===== src/rtl/branch_pkg.sv =====
// Shared types and constants for the branch predictor loop: queued entry
// layout, default index width and the 2-bit saturating predictor encodings.
package branch_pkg;

   localparam int BR_IDX_W = 4;

   typedef struct packed {
      logic                taken;
      logic [BR_IDX_W-1:0] idx;
   } br_entry_t;

   localparam logic [1:0] PRED_SNT = 2'b00;
   localparam logic [1:0] PRED_WNT = 2'b01;
   localparam logic [1:0] PRED_WT  = 2'b10;
   localparam logic [1:0] PRED_ST  = 2'b11;

endpackage


===== src/rtl/branch_resolve_queue_if.sv =====
// Fetch/execute side of the branch resolve queue: prediction push, resolve
// request, predictor update and statistics.
interface branch_resolve_queue_if #(
   parameter int DEPTH = 4,
   parameter int IDX_W = 4,
   parameter int CNT_W = 16
);
   localparam int CW = $clog2(DEPTH + 1);

   logic             pred_valid;
   logic             pred_ready;
   logic             pred_taken;
   logic [IDX_W-1:0] pred_idx;
   logic             res_valid;
   logic             res_taken;
   logic             upd_valid;
   logic             upd_taken;
   logic [IDX_W-1:0] upd_idx;
   logic             mispredict;
   logic             res_err;
   logic [CW-1:0]    count;
   logic [CNT_W-1:0] br_cnt;
   logic [CNT_W-1:0] misp_cnt;

   modport master (
      output pred_valid, pred_taken, pred_idx, res_valid, res_taken,
      input  pred_ready, upd_valid, upd_taken, upd_idx, mispredict,
             res_err, count, br_cnt, misp_cnt
   );

   modport slave (
      input  pred_valid, pred_taken, pred_idx, res_valid, res_taken,
      output pred_ready, upd_valid, upd_taken, upd_idx, mispredict,
             res_err, count, br_cnt, misp_cnt
   );

endinterface


===== src/rtl/branch_fifo.sv =====
// Circular buffer of in-flight branch entries with push/pop and a
// whole-queue clear that takes priority over both.
module branch_fifo
   import branch_pkg::*;
#(
   parameter int DEPTH = 4,
   parameter int W     = BR_IDX_W + 1,
   localparam int PTR_W = $clog2(DEPTH),
   localparam int CW    = $clog2(DEPTH + 1)
) (
   input  logic          clk,
   input  logic          reset,
   input  logic          push_i,
   input  logic          pop_i,
   input  logic          clear_i,
   input  logic [W-1:0]  wdata_i,
   output logic [W-1:0]  rdata_o,
   output logic [CW-1:0] count_o,
   output logic          full_o,
   output logic          empty_o
);

   logic [W-1:0]     mem_q [DEPTH];
   logic [PTR_W-1:0] wr_ptr_q, wr_ptr_d;
   logic [PTR_W-1:0] rd_ptr_q, rd_ptr_d;
   logic [CW-1:0]    count_q, count_d;
   logic             do_push, do_pop;

   assign full_o  = (count_q == CW'(DEPTH));
   assign empty_o = (count_q == '0);
   assign count_o = count_q;
   assign rdata_o = mem_q[rd_ptr_q];

   // Clear wins: a flushed cycle neither stores nor retires anything.
   assign do_push = push_i && !full_o && !clear_i;
   assign do_pop  = pop_i && !empty_o && !clear_i;

   always_comb begin
      wr_ptr_d = wr_ptr_q;
      rd_ptr_d = rd_ptr_q;
      count_d  = count_q;
      if (clear_i) begin
         wr_ptr_d = '0;
         rd_ptr_d = '0;
         count_d  = '0;
      end else begin
         if (do_push) wr_ptr_d = wr_ptr_q + PTR_W'(1);
         if (do_pop)  rd_ptr_d = rd_ptr_q + PTR_W'(1);
         case ({do_push, do_pop})
            2'b10:   count_d = count_q + CW'(1);
            2'b01:   count_d = count_q - CW'(1);
            default: count_d = count_q;
         endcase
      end
   end

   always_ff @(posedge clk or negedge reset) begin
      if (!reset) begin
         wr_ptr_q <= '0;
         rd_ptr_q <= '0;
         count_q  <= '0;
      end else begin
         wr_ptr_q <= wr_ptr_d;
         rd_ptr_q <= rd_ptr_d;
         count_q  <= count_d;
      end
   end

   always_ff @(posedge clk) begin
      if (do_push) mem_q[wr_ptr_q] <= wdata_i;
   end

endmodule


===== src/rtl/branch_resolve_queue.sv =====
// Queues fetch-time predictions, checks them against execute outcomes and
// produces registered predictor updates, mispredict flushes and statistics.
module branch_resolve_queue
   import branch_pkg::*;
#(
   parameter int DEPTH = 4,
   parameter int IDX_W = BR_IDX_W,
   parameter int CNT_W = 16
) (
   input logic              clk,
   input logic              reset,
   branch_resolve_queue_if.slave bus
);

   localparam int CW = $clog2(DEPTH + 1);

   function automatic logic [CNT_W-1:0] sat_inc(input logic [CNT_W-1:0] v);
      return (&v) ? v : v + CNT_W'(1);
   endfunction

   logic [IDX_W:0]   head;
   logic             head_taken;
   logic [IDX_W-1:0] head_idx;
   logic             fifo_full, fifo_empty;
   logic [CW-1:0]    fifo_count;
   logic             res_ok, misp;

   logic             upd_valid_q, upd_valid_d;
   logic             upd_taken_q, upd_taken_d;
   logic [IDX_W-1:0] upd_idx_q, upd_idx_d;
   logic             misp_q, misp_d;
   logic             res_err_q, res_err_d;
   logic [CNT_W-1:0] br_cnt_q, br_cnt_d;
   logic [CNT_W-1:0] misp_cnt_q, misp_cnt_d;

   assign head_taken = head[IDX_W];
   assign head_idx   = head[IDX_W-1:0];
   assign res_ok     = bus.res_valid && !fifo_empty;
   assign misp       = res_ok && (head_taken != bus.res_taken);

   // A mispredict flushes everything younger, including this cycle's push.
   branch_fifo #(
      .DEPTH (DEPTH),
      .W     (IDX_W + 1)
   ) u_fifo (
      .clk     (clk),
      .reset   (reset),
      .push_i  (bus.pred_valid),
      .pop_i   (res_ok && !misp),
      .clear_i (misp),
      .wdata_i ({bus.pred_taken, bus.pred_idx}),
      .rdata_o (head),
      .count_o (fifo_count),
      .full_o  (fifo_full),
      .empty_o (fifo_empty)
   );

   always_comb begin
      upd_valid_d = res_ok;
      upd_taken_d = upd_taken_q;
      upd_idx_d   = upd_idx_q;
      misp_d      = misp;
      res_err_d   = bus.res_valid && fifo_empty;
      br_cnt_d    = br_cnt_q;
      misp_cnt_d  = misp_cnt_q;
      if (res_ok) begin
         upd_taken_d = bus.res_taken;
         upd_idx_d   = head_idx;
         br_cnt_d    = sat_inc(br_cnt_q);
      end
      if (misp) misp_cnt_d = sat_inc(misp_cnt_q);
   end

   always_ff @(posedge clk or negedge reset) begin
      if (!reset) begin
         upd_valid_q <= 1'b0;
         upd_taken_q <= 1'b0;
         upd_idx_q   <= '0;
         misp_q      <= 1'b0;
         res_err_q   <= 1'b0;
         br_cnt_q    <= '0;
         misp_cnt_q  <= '0;
      end else begin
         upd_valid_q <= upd_valid_d;
         upd_taken_q <= upd_taken_d;
         upd_idx_q   <= upd_idx_d;
         misp_q      <= misp_d;
         res_err_q   <= res_err_d;
         br_cnt_q    <= br_cnt_d;
         misp_cnt_q  <= misp_cnt_d;
      end
   end

   assign bus.pred_ready = !fifo_full;
   assign bus.count      = fifo_count;
   assign bus.upd_valid  = upd_valid_q;
   assign bus.upd_taken  = upd_taken_q;
   assign bus.upd_idx    = upd_idx_q;
   assign bus.mispredict = misp_q;
   assign bus.res_err    = res_err_q;
   assign bus.br_cnt     = br_cnt_q;
   assign bus.misp_cnt   = misp_cnt_q;

endmodule

===== src/flat_wrapper.sv =====
// flat-port wrapper written by rule: the top's interface ports become plain ports
module branch_resolve_queue_flat import branch_pkg::*;
#(
   parameter int DEPTH = 4,
   parameter int IDX_W = BR_IDX_W,
   parameter int CNT_W = 16
)
  (clk, reset, bus_pred_valid, bus_pred_taken, bus_pred_idx, bus_res_valid, bus_res_taken, bus_pred_ready, bus_upd_valid, bus_upd_taken, bus_upd_idx, bus_mispredict, bus_res_err, bus_count, bus_br_cnt, bus_misp_cnt);
  branch_resolve_queue_if #(.DEPTH(DEPTH), .IDX_W(IDX_W), .CNT_W(CNT_W)) bus_i ();
  input logic clk;
  input logic reset;
  input wire logic [$bits(bus_i.pred_valid)-1:0] bus_pred_valid;
  input wire logic [$bits(bus_i.pred_taken)-1:0] bus_pred_taken;
  input wire logic [$bits(bus_i.pred_idx)-1:0] bus_pred_idx;
  input wire logic [$bits(bus_i.res_valid)-1:0] bus_res_valid;
  input wire logic [$bits(bus_i.res_taken)-1:0] bus_res_taken;
  output wire logic [$bits(bus_i.pred_ready)-1:0] bus_pred_ready;
  output wire logic [$bits(bus_i.upd_valid)-1:0] bus_upd_valid;
  output wire logic [$bits(bus_i.upd_taken)-1:0] bus_upd_taken;
  output wire logic [$bits(bus_i.upd_idx)-1:0] bus_upd_idx;
  output wire logic [$bits(bus_i.mispredict)-1:0] bus_mispredict;
  output wire logic [$bits(bus_i.res_err)-1:0] bus_res_err;
  output wire logic [$bits(bus_i.count)-1:0] bus_count;
  output wire logic [$bits(bus_i.br_cnt)-1:0] bus_br_cnt;
  output wire logic [$bits(bus_i.misp_cnt)-1:0] bus_misp_cnt;
  assign bus_i.pred_valid = bus_pred_valid;
  assign bus_i.pred_taken = bus_pred_taken;
  assign bus_i.pred_idx = bus_pred_idx;
  assign bus_i.res_valid = bus_res_valid;
  assign bus_i.res_taken = bus_res_taken;
  assign bus_pred_ready = bus_i.pred_ready;
  assign bus_upd_valid = bus_i.upd_valid;
  assign bus_upd_taken = bus_i.upd_taken;
  assign bus_upd_idx = bus_i.upd_idx;
  assign bus_mispredict = bus_i.mispredict;
  assign bus_res_err = bus_i.res_err;
  assign bus_count = bus_i.count;
  assign bus_br_cnt = bus_i.br_cnt;
  assign bus_misp_cnt = bus_i.misp_cnt;
  branch_resolve_queue #(.DEPTH(DEPTH), .IDX_W(IDX_W), .CNT_W(CNT_W)) u_core (.clk(clk), .reset(reset), .bus(bus_i));
endmodule

===== config.mk =====
export PLATFORM = sky130hd
export DESIGN_NAME = branch_resolve_queue_flat
export DESIGN_NICKNAME = d
export VERILOG_FILES = /design/src/rtl/branch_pkg.sv /design/src/rtl/branch_resolve_queue_if.sv /design/src/rtl/branch_fifo.sv /design/src/rtl/branch_resolve_queue.sv /design/src/flat_wrapper.sv
export SDC_FILE = /design/constraint.sdc
export NUM_CORES = 1
export LEC_CHECK = 0
export CELL_PAD_IN_SITES_DETAIL_PLACEMENT = 1
export CELL_PAD_IN_SITES_GLOBAL_PLACEMENT = 1
export CORE_MARGIN = 1
export CORE_UTILIZATION = 44
export CTS_CLUSTER_SIZE = 10
export DETAILED_ROUTE_END_ITERATION = 10
export GPL_ROUTABILITY_DRIVEN = 0
export PLACE_DENSITY_LB_ADDON = 0.1
export SLEW_MARGIN = 20
export SYNTH_ARGS = -nofsm -noshare
export SYNTH_HDL_FRONTEND = slang
export SYNTH_SLANG_ARGS = --single-unit

===== constraint.sdc =====
create_clock -name clk -period 4.2 [get_ports clk]
set_clock_uncertainty 0.05 [all_clocks]
set_input_delay 0.84 -clock clk [delete_from_list [all_inputs] [get_ports clk]]
set_output_delay 0.84 -clock clk [all_outputs]
set_load 0.01 [all_outputs]

==> impl_metrics.py, run 1 <==
metrics = {
    "run_status": {
        "status": "finished with violations",
        "failed_checks": "design-rule violations",
    },
    "floorplan": {
        "die_h_um": 84.7,
        "ioPinCount": 54,
        "rows": 29,
        "core_mm2": 0.00646,
        "start_util_pct": 46.6,
        "die_w_um": 84.7,
        "dieArea_mm2": 0.00717,
    },
    "power_and_ir_drop": {
        "comb_power_share_pct": 29.1,
        "power_density_mw_per_mm2": 620,
        "power.internal_w": 0.00165,
        "switching_share_pct": 31.1,
        "switching_power_w": 0.000745,
        "seqPwrFrac_pct": 41.3,
        "pwr-share-clk_pct": 29.6,
        "vdd_ir_drop_max_uv": 437,
        "p_leak_nw": 1.68,
        "p_total_w": 0.00240,
    },
    "timing": {
        "worstMarginPinSlew_ns": 0.620,
        "rsz0062_at_grt": "false",
        "fmax_mhz": 318,
        "final.setup.tns_ns": 0,
        "slew_viol_final": 0,
        "relSlewSlack_pct": 58.5,
        "setup_viol": 0,
        "finalHoldViolCount": 0,
        "period_share_pct": 74.9,
        "min_period_ns": 3.15,
    },
    "logic_synthesis": {
        "synth_top_cell_area_share_pct": 39.1,
        "postSynthCellCount": 245,
        "yosys.cell_types.count": 36,
        "ys_seq_elements": 67,
        "async_flop_share_pct": 70.1,
        "synth_enable_flop_cells": 20,
        "syn_area_mm2": 0.00301,
        "yosysTopAreaCell": "dfrtp_1",
        "synth_ff_type": "dfrtp_1",
        "ys_seq_area_share_pct": 59.0,
        "syn_avg_cell_area_um2": 12.3,
        "syn-num-nets": 263,
        "synth_area_leaders": "dfrtp_1 39%, edfxtp_1 20%, xor2_1 6.4%",
        "yosysWarnings": 0,
    },
    "setup_path": {
        "cp-end-kind": "flip-flop",
        "arrival_ns": 3.32,
        "cp-start-kind": "primary input",
        "reg2reg_to": "u_core.u_fifo.count_o[2]$_DFFE_PN0P_",
        "reg2reg_slack_ns": 1.32,
        "r2r.worst_path.cells": 12,
        "r2r-start": "u_core.u_fifo.rd_ptr_q[1]$_DFFE_PN0P_",
        "critical_path.max_fanout": 21,
        "path_class": "in -> reg",
        "required_ns": 4.38,
    },
    "placed_design": {
        "place_inst": 369,
        "port_buffers": 53,
        "post-dp-hpwl_um": 4240,
    },
    "grt": {
        "grt_pass1_vias": 2131,
        "grt_pass1_wl_um": 10300,
        "antenna_found_initial": 0,
        "grt-ovfl-total": 0,
        "grt.total_usage_pct": 19.2,
        "grt_max_degree": 48,
    },
    "worst_hold_path": {
        "hold_class": "in -> async",
    },
    "clocking": {
        "hold_buffers": 0,
        "post_cts_buffers": 0,
        "clock-sinks": 67,
        "numCtsBuffers": 9,
        "cts_max_level": 3,
        "cts_tree": "done",
        "cts_root_buffer": "clkbuf_8",
        "cts_max_path_buffers": 2,
        "clk_latency_ns": 0.35,
        "ctsResizeCount": 0,
        "clk_pin_slew_ns": 0.07,
    },
    "detailed_routing": {
        "via_count": 2031,
        "viasPerCell": 5.28,
        "finalWirelength_um": 6210,
        "drtAntennaViolNets": 0,
        "drtPass1Iterations": 9,
        "remaining_drc_errors": 6,
        "dr.first_iter.drc_count": 107,
        "wl_per_cell_um": 16.1,
    },
    "final_layout": {
        "area_growth_pct": 28.6,
        "nets": 321,
        "final_cells": 385,
        "antenna_cells": 0,
        "drive_above_1_share_pct": 9.74,
    },
    "job": {
        "drv_cap": 0,
    },
}
## cell families (layout without fill, tap and decap cells)
kind of cell	count (synthesis)	after routing	share of synthesized area, %
mux	12	12	5.90
buf+inv	15	78	2.33
simple gates	101	101	17.5
xor+xnor	34	34	9.90
flops	67	67	59.0
fa+ha+maj	8	8	3.58
compound gates	8	8	1.71
## layout make-up
class	count	area (µm²)
repair buffers	55	543
multi-input cells	163	1160
fillers	684	2590
well taps	77	96.3
inverters	7	26.3
clock inverters	7	140
flip-flops and latches	67	1780
clock buffers	9	124
## worst max-delay path: stages
cell and delay, ns:
clkdlybuf4s50_1 0.55, nor2b_1 0.16, mux2_4 0.17, a211o_1 0.10, buf_4 0.25, and2_1 0.16, inv_1 0.04, ha_1 0.21
fa_1 0.39, xnor2_1 0.13, nor2_1 0.11, xnor2_1 0.13, nor2_1 0.06
## state kept, by name, indices dropped and copies added, names as in the netlist
signal	cells
u_core.u_fifo.rd_ptr_q	2
u_core.u_fifo.wr_ptr_q	2
u_core.u_fifo.mem_q	20
u_core.bus.upd_idx	4
u_core.bus.upd_valid	1
u_core.bus.misp_cnt	16
u_core.bus.mispredict	1
u_core.bus.br_cnt	16
u_core.u_fifo.count_o	3
u_core.bus.upd_taken	1
u_core.bus.res_err	1
## synth_stat cells, types with 4 or more instances
library cell   n
inv_1          6
clkbuf_1       4
nor3_1         9
ha_1           7
nand4_1        7
mux4_2         4
xnor2_1       12
edfxtp_1      20
mux2i_1        5
nand2_1       32
dfrtp_1       47
nor4_2         4
and4_1         4
nand3_1        8
and3_1         9
xor2_1        22
nor2_1        18
## how the worst max path moves through the flow
stage | from | cells after the start | to
after floorplan | bus_res_taken | 10 | u_core.u_fifo.count_o[1]$_DFFE_PN0P_
after global placement | bus_res_taken | 13 | u_core.u_fifo.count_o[2]$_DFFE_PN0P_
after detailed placement | bus_res_taken | 13 | u_core.u_fifo.count_o[2]$_DFFE_PN0P_
after CTS | bus_res_taken | 13 | u_core.u_fifo.count_o[2]$_DFFE_PN0P_
after global routing | bus_res_taken | 13 | u_core.u_fifo.count_o[2]$_DFFE_PN0P_
final | bus_res_taken | 13 | u_core.u_fifo.count_o[2]$_DFFE_PN0P_
## metal layers
metal / global-route usage, % / share of wire, %
met1: 23.1 / 46
met5: 0 / 0
met4: 9.40 / 2.3
met3: 5.51 / 4.3
met2: 31.9 / 48
## power by group through the flow
stage | sequential, W | combinational (W) | clock, W
global placement | 0.000997 | 0.000677 | 0
finish | 0.000989 | 0.000697 | 0.000710
floorplan | 0.000993 | 0.000381 | 0
global route | 0.00101 | 0.000775 | 0.000745
detailed placement | 0.00100 | 0.000698 | 0
CTS | 0.000992 | 0.000713 | 0.000727
## stage by stage
step	util [%]	area, µm²	setup WS, ns	hold slack, ns
finish	59.9	3870	1.05	0.440
global route	59.9	3870	0.865	0.452
CTS	59.9	3870	1.05	0.447
detailed placement	55.8	3600	0.681	0.429
global placement	55.8	3600	0.810	0.418
floorplan	-	3010	1.42	0.464
## cells in the final DEF, fill, tap and decap left out, drive strengths merged, types with 5 or more instances in the layout
master and count:
and3 9, clkbuf 9, clkdlybuf4s50 52, dfrtp 47, edfxtp 20, ha 7
inv 6, mux2i 5, nand2 32, nand3 8, nand4 7, nor2 18
nor3 9, nor4 6, xnor2 12, xor2 22
Power figures use the tool's default switching activity.
==> inputs of run 2 (changes only) <==
--- a/config.mk
+++ b/config.mk
@@ -8,7 +8,7 @@
 export CELL_PAD_IN_SITES_DETAIL_PLACEMENT = 1
 export CELL_PAD_IN_SITES_GLOBAL_PLACEMENT = 1
 export CORE_MARGIN = 1
-export CORE_UTILIZATION = 44
+export CORE_UTILIZATION = 42
 export CTS_CLUSTER_SIZE = 10
 export DETAILED_ROUTE_END_ITERATION = 10
 export GPL_ROUTABILITY_DRIVEN = 0
==> constraint.sdc (replaced) <==
create_clock -name clk -period 3.1 [get_ports clk]
set_clock_uncertainty 0.05 [all_clocks]
set_input_delay 0.62 -clock clk [delete_from_list [all_inputs] [get_ports clk]]
set_output_delay 0.62 -clock clk [all_outputs]
set_load 0.01 [all_outputs]
==> run 2 against run 1 <==
The run now ends clean; combinational power grew 40%; highest routed layer unchanged; sequential share of layout area grew 0.37 points; setup slack lost 0.67 ns; critical path depth shrank 3.
==> impl_metrics.py, run 2 (synthesis results as in run 1) <==
metrics = {
    "clocking": {
        "post_cts_buffers": 0,
        "clk_latency_ns": 0.34,
        "clock-sinks": 67,
        "cts_tree": "done",
        "clk_pin_slew_ns": 0.08,
        "numCtsBuffers": 9,
        "ctsResizeCount": 0,
        "cts_max_level": 3,
        "cts_max_path_buffers": 2,
        "hold_buffers": 0,
        "cts_root_buffer": "clkbuf_8",
    },
    "final_layout": {
        "antenna_cells": 0,
        "largest_reg_flops": 20,
        "largest_register": "u_core.u_fifo.mem_q",
        "layout_common_cells": "52 x clkdlybuf4s50_1, 47 x dfrtp_1, 32 x nand2_1, 22 x xor2_1, 20 x edfxtp_1",
        "final_cells": 408,
        "area_growth_pct": 27.5,
        "nets": 325,
        "fillers": 733,
        "drive_above_1_share_pct": 11.2,
        "final_common_cell": "clkdlybuf4s50_1",
    },
    "setup_path": {
        "arrival_ns": 2.89,
        "r2r.worst_path.cells": 9,
        "cp-start-kind": "primary input",
        "cp-end-kind": "flip-flop",
        "required_ns": 3.28,
        "reg2reg_to": "u_core.u_fifo.count_o[1]$_DFFE_PN0P_",
        "critical_path.max_fanout": 4,
        "path_class": "in -> reg",
        "reg2reg_slack_ns": 0.56,
        "r2r-start": "u_core.u_fifo.rd_ptr_q[1]$_DFFE_PN0P_",
    },
    "run_status": {
        "status": "finished, final reports clean",
    },
    "grt": {
        "grt.total_usage_pct": 19.4,
        "grt-ovfl-total": 0,
        "grt_pass1_wl_um": 11100,
        "antenna_found_initial": 0,
        "grt_max_degree": 21,
        "grt_pass1_vias": 2190,
    },
    "placed_design": {
        "post-dp-hpwl_um": 4620,
        "place_inst": 392,
        "port_buffers": 53,
    },
    "timing": {
        "slew_viol_final": 0,
        "finalHoldViolCount": 0,
        "rsz0062_at_grt": "false",
        "period_share_pct": 87.6,
        "worstMarginPinSlew_ns": 0.514,
        "final.setup.tns_ns": 0,
        "setup_viol": 0,
        "fmax_mhz": 368,
        "min_period_ns": 2.72,
        "worst_hold_slack_ns": 0.106,
        "relSlewSlack_pct": 65.4,
    },
    "detailed_routing": {
        "top_layer": "met4",
        "wl_met3_um": 246,
        "finalWirelength_um": 6470,
        "drtPass1Iterations": 4,
        "via_count": 2103,
        "wl_met1_um": 2980,
        "viasPerCell": 5.15,
        "drtAntennaViolNets": 0,
        "wl_per_cell_um": 15.9,
        "dr.first_iter.drc_count": 95,
        "wl_met2_um": 3160,
        "remaining_drc_errors": 0,
    },
    "power_and_ir_drop": {
        "power_density_mw_per_mm2": 772,
        "switching_power_w": 0.00103,
        "comb_power_share_pct": 33.0,
        "pwr-share-clk_pct": 22.1,
        "power.internal_w": 0.00193,
        "vdd_ir_drop_max_uv": 368,
        "switching_share_pct": 34.8,
        "p_leak_nw": 1.65,
        "seqPwrFrac_pct": 44.9,
    },
    "floorplan": {
        "dieArea_mm2": 0.00751,
        "rows": 30,
        "die_h_um": 86.6,
        "core_mm2": 0.00687,
        "die_w_um": 86.6,
        "start_util_pct": 43.8,
        "ioPinCount": 54,
    },
    "worst_hold_path": {
        "hold_class": "in -> async",
    },
    "job": {
        "drv_cap": 0,
    },
}
-- run 2: worst max-delay path by stage --
stage / end / cells after the start / startpoint / slack, ns
floorplan: u_core.u_fifo.count_o[1]$_DFFE_PN0P_ / 10 / bus_res_taken / 0.54
global placement: u_core.u_fifo.count_o[1]$_DFFE_PN0P_ / 10 / bus_res_taken / 0.13
detailed placement: u_core.u_fifo.count_o[1]$_DFFE_PN0P_ / 10 / bus_res_taken / 0.04
CTS: u_core.u_fifo.count_o[1]$_DFFE_PN0P_ / 10 / bus_res_taken / 0.39
global route: u_core.u_fifo.count_o[1]$_DFFE_PN0P_ / 10 / bus_res_taken / 0.29
finish: u_core.u_fifo.count_o[1]$_DFFE_PN0P_ / 10 / bus_res_taken / 0.38
-- run 2: layout make-up --
cell class              instances  area (µm²)  area share [%]
flip-flops and latches         67        1780            46.3
multi-input cells             163        1170            30.4
repair buffers                 59         571            14.9
clock buffers                   9         124            3.23
well taps                      96         120            3.13
clock inverters                 7        52.6            1.37
inverters                       7        26.3           0.685
-- run 2: critical path, stage by stage --
cell	delay, ns
clkdlybuf4s50_1	0.48
nor2b_1	0.17
mux2_4	0.29
a211o_1	0.29
and2_1	0.14
inv_1	0.05
ha_1	0.20
fa_1	0.43
mux2i_1	0.15
nor2_1	0.06
-- run 2: routing by layer --
metal  up-vias  GRT usage, %
met4         0          6.52
met2        50          31.3
met5         -             0
met3         7          4.95
met1      1066          25.7
li1        980             -
-- run 2: through the flow --
step           setup slack, ns  area [µm²]  total power [W]  util [%]
2_1_floorplan            0.538        3010          0.00186         -
3_3_place_gp             0.134        3660          0.00230      53.3
6_report                 0.384        3840          0.00296      55.9
3_5_place_dp            0.0449        3660          0.00234      53.3
4_1_cts                  0.391        3840          0.00301      55.9
5_1_grt                  0.294        3840          0.00317      55.9
-- run 2: power groups by stage --
stage	Combinational, W	Clock (W)	Sequential [W]
detailed placement	0.000991	0	0.00135
global placement	0.000955	0	0.00134
floorplan	0.000516	0	0.00134
CTS	0.000996	0.000677	0.00134
global route	0.00109	0.000720	0.00137
finish	0.000977	0.000656	0.00133
